===== config.mk =====
export PLATFORM = sky130hd
export DESIGN_NAME = latch_drive_serializer
export DESIGN_NICKNAME = d
export VERILOG_FILES = /design/src/rtl/latch_drive_serializer_pkg.sv /design/src/rtl/latch_drive_serializer_shift_reg.sv /design/src/rtl/latch_drive_serializer.sv
export SDC_FILE = /design/constraint.sdc
export NUM_CORES = 1
export LEC_CHECK = 0
export CAP_MARGIN = 30
export CORE_MARGIN = 5
export CORE_UTILIZATION = 53
export CTS_BUF_LIST = sky130_fd_sc_hd__clkbuf_8
export DETAILED_ROUTE_END_ITERATION = 7
export MAX_ROUTING_LAYER = met4
export PLACE_DENSITY = 0.89
export SETUP_SLACK_MARGIN = 0.2
export SYNTH_ARGS = -nofsm -noshare
export SYNTH_HDL_FRONTEND = slang
export SYNTH_SLANG_ARGS = --single-unit

===== constraint.sdc =====
create_clock -name clk_i -period 2.2 [get_ports clk_i]
set_input_delay 0.44 -clock clk_i [delete_from_list [all_inputs] [get_ports clk_i]]
set_output_delay 0.44 -clock clk_i [all_outputs]
set_load 0.01 [all_outputs]

===== src/rtl/latch_drive_serializer_pkg.sv =====
// Shared definitions for the latch drive serializer: FSM state encoding and
// default sizing constants.
package latch_drive_serializer_pkg;

    localparam int DEFAULT_WIDTH       = 8;
    localparam int DEFAULT_GATE_CYCLES = 1;

    typedef enum logic [1:0] {
        IDLE  = 2'd0,
        SETUP = 2'd1,
        GATE  = 2'd2,
        DONE  = 2'd3
    } state_e;

endpackage


===== src/rtl/latch_drive_serializer_shift_reg.sv =====
// WIDTH-bit load/shift register; bit_o is the bit that becomes current after
// the coming clock edge, so the caller can register it in the same cycle.
module serializer_shift_reg
    import latch_drive_serializer_pkg::*;
#(
    parameter int WIDTH = DEFAULT_WIDTH
) (
    input  logic             clk_i,
    input  logic             reset_i,
    input  logic             load_i,
    input  logic             shift_i,
    input  logic             msb_first_i,
    input  logic [WIDTH-1:0] din_i,
    output logic             bit_o
);

    logic [WIDTH-1:0] data_q, data_d;
    logic             dir_q, dir_d;

    always_comb begin
        data_d = data_q;
        dir_d  = dir_q;
        if (load_i) begin
            data_d = din_i;
            dir_d  = msb_first_i;
        end else if (shift_i) begin
            data_d = dir_q ? {data_q[WIDTH-2:0], 1'b0} : {1'b0, data_q[WIDTH-1:1]};
        end
    end

    assign bit_o = dir_d ? data_d[WIDTH-1] : data_d[0];

    always_ff @(posedge clk_i) begin
        if (reset_i) begin
            data_q <= '0;
            dir_q  <= 1'b0;
        end else begin
            data_q <= data_d;
            dir_q  <= dir_d;
        end
    end

endmodule


===== src/rtl/latch_drive_serializer.sv =====
// Parallel-to-serial driver for a gated D latch: each bit gets one setup cycle
// with the gate low followed by GATE_CYCLES cycles with the gate high.
module latch_drive_serializer
    import latch_drive_serializer_pkg::*;
#(
    parameter int WIDTH       = DEFAULT_WIDTH,
    parameter int GATE_CYCLES = DEFAULT_GATE_CYCLES
) (
    input  logic                         clk_i,
    input  logic                         reset_i,
    input  logic                         start_i,
    input  logic [WIDTH-1:0]             din_i,
    input  logic                         msb_first_i,
    input  logic                         set_n_i,
    input  logic                         clr_n_i,
    output logic                         ser_d_o,
    output logic                         ser_g_o,
    output logic                         busy_o,
    output logic                         done_o,
    output logic [$clog2(WIDTH+1)-1:0]   bit_cnt_o
);

    localparam int                CNT_W     = $clog2(WIDTH + 1);
    localparam logic [CNT_W-1:0]  LAST_BIT  = CNT_W'(WIDTH - 1);
    localparam logic [3:0]        GATE_LAST = 4'(GATE_CYCLES);

    state_e             state_q, state_d;
    logic               ser_d_q, ser_d_d;
    logic               ser_g_q, ser_g_d;
    logic               busy_q, done_q;
    logic [CNT_W-1:0]   bit_cnt_q, bit_cnt_d;
    logic [3:0]         gate_cnt_q, gate_cnt_d;
    logic               load, shift, gate_end, sr_bit;

    assign load     = (state_q == IDLE) && start_i;
    assign gate_end = (state_q == GATE) && (gate_cnt_q == GATE_LAST);
    assign shift    = gate_end && (bit_cnt_q != LAST_BIT);

    serializer_shift_reg #(.WIDTH(WIDTH)) u_shift (
        .clk_i       (clk_i),
        .reset_i     (reset_i),
        .load_i      (load),
        .shift_i     (shift),
        .msb_first_i (msb_first_i),
        .din_i       (din_i),
        .bit_o       (sr_bit)
    );

    always_comb begin
        state_d    = state_q;
        ser_d_d    = ser_d_q;
        ser_g_d    = 1'b0;
        bit_cnt_d  = bit_cnt_q;
        gate_cnt_d = gate_cnt_q;
        case (state_q)
            IDLE: begin
                // An accepted start masks the overrides; clear beats set.
                if (load) begin
                    bit_cnt_d = '0;
                    ser_d_d   = sr_bit;
                    state_d   = SETUP;
                end else if (!clr_n_i) begin
                    ser_d_d = 1'b0;
                    ser_g_d = 1'b1;
                end else if (!set_n_i) begin
                    ser_d_d = 1'b1;
                    ser_g_d = 1'b1;
                end
            end
            SETUP: begin
                state_d    = GATE;
                ser_g_d    = 1'b1;
                gate_cnt_d = 4'd1;
            end
            GATE: begin
                if (gate_end) begin
                    bit_cnt_d = bit_cnt_q + 1'b1;
                    if (shift) begin
                        ser_d_d = sr_bit;
                        state_d = SETUP;
                    end else begin
                        state_d = DONE;
                    end
                end else begin
                    ser_g_d    = 1'b1;
                    gate_cnt_d = gate_cnt_q + 4'd1;
                end
            end
            DONE: begin
                state_d = IDLE;
            end
            default: begin
                state_d = IDLE;
            end
        endcase
    end

    always_ff @(posedge clk_i) begin
        if (reset_i) begin
            state_q    <= IDLE;
            ser_d_q    <= 1'b0;
            ser_g_q    <= 1'b0;
            busy_q     <= 1'b0;
            done_q     <= 1'b0;
            bit_cnt_q  <= '0;
            gate_cnt_q <= '0;
        end else begin
            state_q    <= state_d;
            ser_d_q    <= ser_d_d;
            ser_g_q    <= ser_g_d;
            busy_q     <= (state_d == SETUP) || (state_d == GATE);
            done_q     <= (state_d == DONE);
            bit_cnt_q  <= bit_cnt_d;
            gate_cnt_q <= gate_cnt_d;
        end
    end

    assign ser_d_o   = ser_d_q;
    assign ser_g_o   = ser_g_q;
    assign busy_o    = busy_q;
    assign done_o    = done_q;
    assign bit_cnt_o = bit_cnt_q;

endmodule


==> impl_metrics.yaml, run 1 <==
placed_design:
  final_weighted_congestion_in_routability_driven_placement: 0.871
  buffer_ports.inserted: 21
  dp.final_hpwl_um: 2030
  preCtsSetupSlack_ps: 117
yosys:
  postSynthNetCount: 165
  netlist.area_leader.share_pct: 38.3
  average_size_of_a_mapped_cell_um2: 8.17
  synth_ff_type: "sky130_fd_sc_hd__dfxtp_1"
  seq_area_frac_synth_pct: 38.3
  number_of_enable_flip_flop_cells_after_synthesis: 0
  async_reset_ff_share_pct: 0
  synth-seq-cells: 23
  yosysWarningCount: 0
  synthCells: 147
  netlist_top_cells_area: "sky130_fd_sc_hd__dfxtp_1, sky130_fd_sc_hd__nand2_1, sky130_fd_sc_hd__a21oi_1, sky130_fd_sc_hd__mux2i_1, sky130_fd_sc_hd__o211ai_1"
  synth.largest_area_cell: "sky130_fd_sc_hd__dfxtp_1"
  synthDistinctLibCells: 33
  area_of_the_mapped_netlist_um2: 1200
setup_path:
  path_delay_family: "simple AND/OR/NAND/NOR gates"
  crit_path_max_incr_delay_ps: 370
  crit_arrival_ps: 2100
  crit_buf_inv: 1
  timing.critical_path.cells: "inv_1, ha_1, nor3b_4, and3_1, nor2_1, mux2_2, ha_1, nor2b_1"
  cp-end-kind: "register"
  critPathLaunchType: "register"
  timing.critical_path.required_ps: 2350
  path_common_cell: "sky130_fd_sc_hd__ha_1"
  reg2reg_depth: 8
  timing.critical_path.depth: 8
  crit_fanout: 6
  critPathKind: "reg -> reg"
  cp_slowest_cell: "sky130_fd_sc_hd__dfxtp_1"
timing:
  timing_hold_violations_final: 0
  report.final.slew_viol_count: 0
  grt_setup_unrepaired: "yes"
  hold_slack_ps: 510
  fmaxAchievable_mhz: 514
  max-slew-margin-rel_pct: 67.9
  finalCritPeriodShare_pct: 88.4
  fin_skew_ps: 5.08
  final-setup-viol-count: 0
  finalWorstPathRequiredPeriod_ps: 1950
  fin_ws_ps: 254
  setup_tns_ps: 0
  worstMarginPinSlew_ps: 481
floorplanning:
  fp.dieArea_um2: 3320
  io-pin-count: 22
  fp-row-count: 17
  floorplan.die.width_um: 57.6
  floorplan.die.height_um: 57.6
  core_area_um2: 2190
  start_util_pct: 54.8
clocking:
  cts_buffer_depth: 2
  post_cts_hold_buffer_count: 0
  clock_tree.root_cell: "sky130_fd_sc_hd__clkbuf_8"
  tritoncts.num_buffers: 3
  clk_transition_reported_paths_ps: 80
  clock_latency_ps: 260
  clkSinkCount: 23
  tritoncts_clock_tree: "built"
  cts_max_level: 1
outcome:
  run_status: "completed"
cells_and_area:
  drive_above_1_share_pct: 13.1
  antenna-diode-count: 0
  fillerInstances: 167
  finish.net_count: 194
  post-route-util_pct: 71.1
  area_growth_syn_to_layout_pct: 29.7
detailed_routing:
  detailroute.via_count: 1192
  detail_route.iter0.violations: 41
  drtPass1Iterations: 4
  drcViolationCount: 0
  routed_via_density: 5.87
  drt_wl_total_um: 3190
  routed_wl_per_cell_um: 15.7
  postRouteAntennaNets: 0
global_route:
  grt_start_max_net_pins: 24
  grt_first_pass_wirelength_um: 5240
  grt_remaining_overflow: 0
  global_route_usage_sum_pct: 20.4
  via_count_of_the_first_global_routing_pass: 1187
  number_of_antenna_violations_at_the_first_check_in_global_routing: 0
pwr:
  power.density_cell_area_nw_per_um2: 631
  max-vdd-ir-drop_mv: 0.433
  power_mw: 0.983
  power_leakage_nw: 0.570
flow_run:
  cap_violations: 0
worst_hold_path:
  min_path_cells: 2
  worst_min_delay_path_category: "reg -> reg"
## cell usage after synthesis, types with 2 or more instances
cell type and n:
sky130_fd_sc_hd__a21oi_1 15, sky130_fd_sc_hd__a32oi_1 2, sky130_fd_sc_hd__o211ai_1 7, sky130_fd_sc_hd__nor3_1 5, sky130_fd_sc_hd__and3_1 2, sky130_fd_sc_hd__clkbuf_1 6, sky130_fd_sc_hd__nor2b_1 5, sky130_fd_sc_hd__dfxtp_1 23
sky130_fd_sc_hd__ha_1 4, sky130_fd_sc_hd__clkinv_1 2, sky130_fd_sc_hd__nor2_1 11, sky130_fd_sc_hd__nand4_1 4, sky130_fd_sc_hd__o21ai_0 5, sky130_fd_sc_hd__nand3_1 6, sky130_fd_sc_hd__nand2_1 22, sky130_fd_sc_hd__inv_1 4
sky130_fd_sc_hd__mux2i_1 7, sky130_fd_sc_hd__xor2_1 2
## worst min-delay path, stage by stage, from the launching register on
cell and delay [ps]:
sky130_fd_sc_hd__dfxtp_1 350, sky130_fd_sc_hd__nand2_1 60, sky130_fd_sc_hd__a21oi_1 60
## cells by family (layout without fill, tap and decap cells)
family	after synthesis	in the layout	synth area share, %
DFF	23	23	38.3
buffers and inverters	14	42	5.10
AOI/OAI and AO/OA	36	36	19.5
muxes	8	8	6.77
adders and majority gates	4	4	4.17
xor gates and xnor gates	2	2	1.46
and+or+nand+nor	60	60	24.7
## final cells by class
| class | instances | area, µm² | share of cell area (%) |
|---|---|---|---|
| multi-input combinational | 110 | 698 | 44.8 |
| sequential | 23 | 463 | 29.7 |
| timing repair buffer | 32 | 293 | 18.8 |
| clock buffer | 3 | 41.3 | 2.65 |
| tap | 28 | 35.0 | 2.25 |
| inverter | 6 | 22.5 | 1.45 |
| clock inverter | 1 | 5.00 | 0.321 |
## power breakdown
group,internal [mW],switching (mW)
Sequential,0.447,0.0335
Combinational,0.121,0.115
Clock,0.126,0.139
## path summary, 6_finish.rpt
path	startpoint	endpoint	slack, ps
max	gate_cnt_q[1]	busy_o	250
max reg2reg	gate_cnt_q[1]	busy_o	250
min	bit_cnt_o[1]	bit_cnt_o[1]	510
min reg2reg	bit_cnt_o[1]	bit_cnt_o[1]	510
## routing by layer
| layer | vias to the layer above | part of all wire (%) | global-route usage (%) | wire [µm] |
|---|---|---|---|---|
| li1 | 582 | - | - | - |
| met1 | 551 | 45 | 25.7 | 1450 |
| met2 | 51 | 47 | 30.0 | 1490 |
| met3 | 8 | 5.4 | 4.52 | 173 |
| met4 | 0 | 2.4 | 11.3 | 78 |
| met5 | - | 0 | - | 0 |
## cell usage in the layout (no fill, tap or decap), types with 6 or more instances in the layout
cell type	synthesis	routed
sky130_fd_sc_hd__mux2i_1	7	7
sky130_fd_sc_hd__dfxtp_1	23	21
sky130_fd_sc_hd__a21oi_1	15	15
sky130_fd_sc_hd__o211ai_1	7	7
sky130_fd_sc_hd__clkdlybuf4s50_1	0	21
sky130_fd_sc_hd__nand3_1	6	6
sky130_fd_sc_hd__buf_4	0	11
sky130_fd_sc_hd__nor2_1	11	11
sky130_fd_sc_hd__nand2_1	22	22
## repair_timing
| item | CTS | global route |
|---|---|---|
| gates resized for setup | 2 | 4 |
| buffers inserted | 1 | 0 |
| setup endpoints to repair | 1 | 4 |
## flip-flops by register name, summed over array words and instances (netlist names)
register and cells:
gate_cnt_q 4, bit_cnt_o 4, done_o 1, busy_o 1, state_q 2, u_shift.dir_q 1
u_shift.data_q 8, ser_d_o 1, ser_g_o 1
## metrics by stage
step                area (µm²)  cells
global placement          1480    198
global route              1560    203
detailed placement        1480    198
finish                    1560    203
CTS                       1550    203
floorplan                 1200    147
No activity file was read; power rests on OpenSTA's default activity.
==> run 2, diff against run 1 <==
SLEW_MARGIN = 5   (was unset)
==> results of run 2 <==
Final layout, timing and power as in run 1 (identical DEF).
